--- src/rtl/case_sel_encoder.sv ---
// Inverse of the 3-bit-select case decoder: scans sel 0..7 one per cycle and
// reports the lowest sel whose decoded value equals the target byte.
module case_sel_encoder #(
    parameter bit EARLY_EXIT = 1'b1
) (
    input  logic       clk,
    input  logic       rst_n,
    input  logic       in_valid,
    output logic       in_ready,
    input  logic [7:0] in_target,
    input  logic [7:0] in_data,
    output logic       out_valid,
    input  logic       out_ready,
    output logic       out_found,
    output logic [2:0] out_sel,
    output logic [3:0] out_count,
    output logic       busy
);

    localparam int unsigned DW = 8;
    localparam int unsigned SW = 3;
    localparam int unsigned CW = 4;

    typedef enum logic [1:0] {
        IDLE   = 2'd0,
        SEARCH = 2'd1,
        DONE   = 2'd2
    } state_t;

    state_t          state;
    logic [DW-1:0]   target_q;
    logic [DW-1:0]   data_q;
    logic [SW-1:0]   idx;
    logic [SW-1:0]   first_sel;
    logic            first_found;
    logic [CW-1:0]   count;

    logic [DW-1:0]   dec;
    logic            match;
    logic            last;
    logic [CW-1:0]   count_nxt;

    // Decoder function evaluated against the captured operands at the current index.
    always_comb begin
        dec = '0;
        case (idx)
            3'd0:    dec = 8'h00;
            3'd1:    dec = 8'hAA;
            3'd2:    dec = 8'h55;
            3'd3:    dec = data_q;
            3'd4:    dec = ~data_q;
            3'd5:    dec = DW'(data_q + 8'h01);
            default: dec = 8'hFF;
        endcase
        match     = (dec == target_q);
        count_nxt = CW'(count + CW'(match));
        last      = (EARLY_EXIT && match) || (idx == 3'd7);
    end

    always_ff @(posedge clk) begin
        if (!rst_n) begin
            state       <= IDLE;
            target_q    <= '0;
            data_q      <= '0;
            idx         <= '0;
            first_sel   <= '0;
            first_found <= 1'b0;
            count       <= '0;
            in_ready    <= 1'b1;
            out_valid   <= 1'b0;
            out_found   <= 1'b0;
            out_sel     <= '0;
            out_count   <= '0;
            busy        <= 1'b0;
        end else begin
            case (state)
                IDLE: begin
                    if (in_valid && in_ready) begin
                        state       <= SEARCH;
                        target_q    <= in_target;
                        data_q      <= in_data;
                        idx         <= '0;
                        first_sel   <= '0;
                        first_found <= 1'b0;
                        count       <= '0;
                        in_ready    <= 1'b0;
                        busy        <= 1'b1;
                        out_found   <= 1'b0;
                        out_sel     <= '0;
                        out_count   <= '0;
                    end
                end
                SEARCH: begin
                    count <= count_nxt;
                    if (match && !first_found) begin
                        first_sel   <= idx;
                        first_found <= 1'b1;
                    end
                    if (last) begin
                        // Fold this cycle's match into the result registers directly.
                        state     <= DONE;
                        out_valid <= 1'b1;
                        out_found <= first_found | match;
                        out_sel   <= first_found ? first_sel : (match ? idx : 3'd0);
                        out_count <= count_nxt;
                    end else begin
                        idx <= SW'(idx + 3'd1);
                    end
                end
                DONE: begin
                    if (out_ready) begin
                        state     <= IDLE;
                        out_valid <= 1'b0;
                        in_ready  <= 1'b1;
                        busy      <= 1'b0;
                    end
                end
                default: begin
                    state     <= IDLE;
                    in_ready  <= 1'b1;
                    out_valid <= 1'b0;
                    busy      <= 1'b0;
                end
            endcase
        end
    end

endmodule
--- config.mk ---
export PLATFORM = sky130hd
export DESIGN_NAME = case_sel_encoder
export DESIGN_NICKNAME = d
export VERILOG_FILES = /design/src/rtl/case_sel_encoder.sv
export SDC_FILE = /design/constraint.sdc
export NUM_CORES = 1
export LEC_CHECK = 0
export ABC_AREA = 1
export CORE_AREA = 2 2 79 58
export CTS_CLUSTER_DIAMETER = 50
export CTS_CLUSTER_SIZE = 16
export DETAILED_ROUTE_END_ITERATION = 7
export DIE_AREA = 0 0 81 60
export GPL_TIMING_DRIVEN = 0
export PLACE_DENSITY = 0.89
export SLEW_MARGIN = 20
export SYNTH_ARGS = -nofsm -noshare
export SYNTH_HDL_FRONTEND = slang
export SYNTH_SLANG_ARGS = --single-unit
export TNS_END_PERCENT = 30
--- constraint.sdc ---
create_clock -name clk -period 5.5 [get_ports clk]
set_clock_uncertainty 0.1 [all_clocks]
set_input_delay 1.1 -clock clk [delete_from_list [all_inputs] [get_ports clk]]
set_output_delay 1.1 -clock clk [all_outputs]
set_load 0.02 [all_outputs]
# Yosys cells after proc, flatten, opt, wreduce, memory -nomap -nowiden
# Cells that the tools add are included.
[word_totals] mem_count=0 mem_bits_ro=0 output_inout_bits=11 inputBits=20 ramBits=0 register_bits=40 word_cells=79 latch_bits=0
[classes] n_reduce_logical=15 shift=0 n_addsub=3 bitwise_logic=4 muxes=30 eq_ne=14 mul=0 magnitude_cmp=0 div_mod_pow=0
[ops] op="$pmux W8 S6" n=1
[ops] op="$mux W3" n=6
[ops] op="$pmux W3 S2" n=3
[ops] op="$reduce_and A3 Y1" n=6
[ops] op="$pmux W4 S2" n=2
[ops] op="$ne A2 B2 Y1 const B" n=5
[ops] op="$eq A3 B3 Y1 const B" n=3
[ops] op="$pmux W1 S3" n=3
[ops] op="$add A8 B1 Y8 const B" n=1
[ops] op="$eq A8 B8 Y1" n=1
[ops] op="$mux W4" n=2
[ops] op="$not A8 Y8" n=1
[ops] op="$mux W1" n=7
[ops] op="$eq A3 B2 Y1 const B" n=2
[ops] op="$mux W2" n=3
[ops] op="$pmux W2 S3" n=1
[ops] op="$add A4 B1 Y4" n=1
[ops] op="$pmux W1 S2" n=2
[ops] op="$reduce_and A2 Y1" n=2
[ops] op="$add A3 B1 Y3 const B" n=1
[ops] op="$eq A3 B1 Y1 const B" n=1
[ops] op="$logic_not A3 Y1" n=1
[ops] op="$eq A2 B1 Y1 const B" n=1
[ops] op="$eq A2 B2 Y1 const B" n=1
[ops] op="7 further kinds" n=9

# Depth between registers and ports, before layout
[logic_depth] word_depth=7 ltp_mapped=21 ltp_nobuf=20

# Worst setup path after synthesis
# No wires, ideal clock.
[synth_timing] path_kind="register -> register" startpoint="reg idx[0]" endpoint="reg out_count[2]" path_buffers=1 required_ns=5.330 synth_period_minus_slack_ns=2.505 arrival_time_ns=2.335 setup_time_ns=0.070 slack_ns=2.995 path_stages_with_launch=21 path_cell_list="dfxtp_1 ha_1 ha_1 buf_2 nand2_1 inv_1 nor2_1 nand2_1 nand2_1 nand2_1 nor2_2 inv_1 nor2_2 nand3_2 inv_1 ha_1 ha_1 nor2_1 nor2_1 nand4_1 a21oi_1"
[synth_via] elab_chain_cells=6 elab_cells_between_ends=15 cone_classes="add/sub: 1; eq/ne: 8; mux: 3; reduce/logical: 3"
[synth_rtl] element="from (decl)" line="33" source="logic [SW-1:0] idx;"
[synth_rtl] element="from (signal assigned)" line="107" source="idx <= SW'(idx + 3'd1);"
[synth_rtl] element="$eq A3 B3 Y1, or another cell as far along" line="46" source="case (idx)"
[synth_rtl] element="$pmux W8 S6" line="46"
[synth_rtl] element="$eq A8 B8 Y1" line="55" source="match = (dec == target_q);"
[synth_rtl] element="$add A4 B1 Y4 / $logic_or A1 B1 Y1 (equally long branches)" line="56, 57"
[synth_rtl] element="$mux W4 / $ne A2 B2 Y1 (equally long branches)"
[synth_rtl] element="$pmux W4 S2 / $reduce_and A3 Y1 (equally long branches)"
[synth_rtl] element="to (signal assigned)" line="105" source="out_count <= count_nxt;"
[synth_rtl] element="to (decl)" line="16" source="output logic [3:0] out_count,"
# Several ways; a longest one is shown, not always the timed one. The select of a mux whose other input is x is not followed.
# A chain may end at the register's enable or synchronous reset.

# Worst setup path in the final report
[layout_timing] startpoint="reg idx[2]" endpoint="reg out_count[3]"
# The elaborated chain is that of the path after synthesis.

==> flow_metrics.env <==
export IMPL_cp_required_ps=5600
export IMPL_die_h_um=60
export IMPL_register_area_sq_um=801
export IMPL_rsz0062_at_grt="false"
export IMPL_cts_root_buf="clkbuf_8"
export IMPL_slowest_delay_ps=510
export IMPL_layout_common_cells="87 x nand2_1, 47 x nor2_1, 40 x dfxtp_1"
export IMPL_ys_seq_area_share_pct=36.3
export IMPL_clk_pin_slew_ps=80
export IMPL_period_minus_slack_ps=2990
export IMPL_grt_pass1_vias=2067
export IMPL_cts_resized=0
export IMPL_die_w_um=81
export IMPL_grt_ovfl_total=0
export IMPL_synth_largest_area_cell="dfxtp_1"
export IMPL_cts_tree="done"
export IMPL_outcome="complete, no violations"
export IMPL_ys_ff_latch=40
export IMPL_setup_viol_count_final=0
export IMPL_multi_input_area_sq_mm=0.00122
export IMPL_synth_area_mux_share_pct=0
export IMPL_synthCells=339
export IMPL_end_kind="register"
export IMPL_peakVddDrop_mv=0.371
export IMPL_clock_sinks=40
export IMPL_dp_hpwl_um=4000
export IMPL_clockBufferDepth=2
export IMPL_synth_avg_cell_area_sq_um=6.50
export IMPL_synth_distinct_cells=26
export IMPL_final_common_cell="nand2_1"
export IMPL_gp_congestion=0.898
export IMPL_synth_top_area_share_pct=36.3
export IMPL_start_kind="register"
export IMPL_clock_latency_ps=300
export IMPL_pin_count=31
export IMPL_area_delta_synth_final_pct=22.3
export IMPL_post_cts_buffers=0
export IMPL_yosysWarnings=0
export IMPL_maxCapViolations=0
export IMPL_synth_top_family_by_area="simple AND/OR/NAND/NOR gates"
export IMPL_crit_path_top_delay_cell="dfxtp_1"
export IMPL_grt_max_degree=14
export IMPL_drt_first_pass_iters=5
export IMPL_relSlewSlack_pct=62.6
export IMPL_n_fill_cell=383
export IMPL_drtIter0Drc=175
export IMPL_synth_compound_area_share_pct=14.3
export IMPL_crit_type="register to register"
export IMPL_grt_pass1_wl_um=9110
export IMPL_synth_simple_area_share_pct=35.8
export IMPL_netlist_area_sq_mm=0.00220
export IMPL_wire_per_inst_um=12.6
export IMPL_routed_via_density=5.37
export IMPL_max_freq_mhz=334
export IMPL_cellPowerDensity_mw_per_mm2=503
export IMPL_synthAdderAreaFrac_pct=5.11
export IMPL_drive_gt1_share_pct=7.43
export IMPL_setup_tns_ps=0
export IMPL_timing_critical_path_mode_cell="nand2_1"
export IMPL_ctsHoldBuffers=0
export IMPL_die_area_sq_mm=0.00486
export IMPL_num_rows=20
export IMPL_arrival_ps=3100
export IMPL_period_share_pct=54.4
export IMPL_min_path_type="register to register"
export IMPL_crit_chain="inv_2 -> ha_1 -> buf_2 -> nand2_1 -> inv_1 -> nor2_1 -> nand2_1 -> nand2_1 -> nand2_1 -> nor2_2 -> inv_1 -> nor2_2 -> nand3_2 -> inv_1 -> ha_1 -> nand3_1 -> o21ai_0 -> nand3_1 -> nand2_1 -> nor2_1"
export IMPL_crit_path_max_fanout=8
export IMPL_cts_max_level=2
export IMPL_start_util_pct=53.0
export IMPL_finalHoldViolations=0
export IMPL_grt_usage_pct=24.8
export IMPL_synth_area_leaders="dfxtp_1 36%, nand2_1 15%, nor2_1 8.0%, a21oi_1 7.7%, nand3_1 6.8%"
export IMPL_routed_wl_um=5440
export IMPL_numCtsBuffers=5
export IMPL_ant_nets=0
export IMPL_synth_xor_area_share_pct=0
export IMPL_layout_nets=405
export IMPL_tightest_slew_ps=560
export IMPL_antenna_cells=0
export IMPL_worst_hold_slack_ps=367
export IMPL_drc=0
export IMPL_core_sq_mm=0.00415
export IMPL_port_buffers=30
export IMPL_p_leak_nw=1.18
export IMPL_vias=2318
export IMPL_antenna_found_initial=0
export IMPL_maxSlewViolCount=0
export IMPL_syn_num_nets=368
==> through the flow <==
| step | worst slack, ps | total power [mW] | cells | util [%] | cell area [sq um] |
|---|---|---|---|---|---|
| final | 2510 | 1.35 | 432 | 64.8 | 2690 |
| after global routing | 2200 | 1.46 | 432 | 64.8 | 2690 |
| after CTS | 2530 | 1.35 | 432 | 64.8 | 2690 |
| after detailed placement | 2460 | 1.09 | 424 | 61.9 | 2570 |
| after global placement | 2510 | 1.07 | 424 | 61.9 | 2570 |
| after floorplan | 2990 | 0.908 | 339 | - | 2200 |
==> synth_stat cells <==
cell type and n:
o21ai_0 23, inv_1 31, nand2_4 1, nor3b_2 1
buf_2 1, clkinv_2 1, buf_4 1, nand2_1 87
clkinv_1 1, nand2_2 4, nand3_2 1, clkbuf_1 7
a22oi_1 1, nand3_1 30, nand4_2 1, o21a_1 1
buf_6 1, a21oi_1 34, nor2_2 5, ha_1 9
nor2_1 47, o21ai_1 3, dfxtp_1 40, nand4_1 4
inv_2 3, nand3b_1 1
==> worst paths after layout <==
path         slack (ps)            to  cells after the start  startpoint
max                2510  out_count[3]                     20      idx[2]
min                 370     out_found                      2   out_found
max reg2reg        2510  out_count[3]                     20      idx[2]
min reg2reg         370     out_found                      2   out_found
==> state kept, by name, indices dropped and copies added, names as in the netlist <==
register,cells
busy,1
in_ready,1
first_sel,3
state,2
idx,3
out_valid,1
target_q,8
first_found,1
data_q,8
count,4
out_count,4
out_found,1
out_sel,3
==> critical path, delay by kind of cell (launching register included) <==
| family | cells | cell delay, ps |
|---|---|---|
| AND/OR/NAND/NOR | 12 | 1140 |
| buffers and inverters | 5 | 510 |
| AO/OA/AOI/OAI | 1 | 240 |
| adder cells (fa/ha/maj) | 2 | 420 |
| flip-flops | 1 | 510 |
==> area by class of cell <==
| cell class | count | share of cell area [%] |
|---|---|---|
| plain buffers | 10 | 1.86 |
| clock buffers | 6 | 3.07 |
| clock inverters | 2 | 1.44 |
| inverters | 36 | 5.06 |
| multi-input cells | 253 | 45.1 |
| flip-flops and latches | 40 | 29.7 |
| well taps | 55 | 2.55 |
| repair buffers | 30 | 11.1 |
==> power breakdown <==
group          switching [mW]  total (mW)  internal [mW]
Clock                   0.112       0.260          0.149
Sequential             0.0608       0.420          0.359
Combinational           0.443       0.674          0.231
==> kinds of logic after synthesis <==
kind of cell,count (synthesis)
AND/OR/NAND/NOR,182
AO/OA/AOI/OAI,62
buffers and inverters,46
flip-flops,40
adder cells (fa/ha/maj),9
==> per-layer routing <==
metal | share of wire (%) | track usage [%] | up-vias | routed length (um)
met4 | 1.8 | 8.96 | 0 | 98
li1 | - | - | 1171 | -
met5 | 0 | 0 | - | 0
met1 | 49 | 35.1 | 1052 | 2690
met3 | 6.3 | 4.08 | 12 | 344
met2 | 43 | 38.4 | 83 | 2320
(Power assumes the default switching activity.)
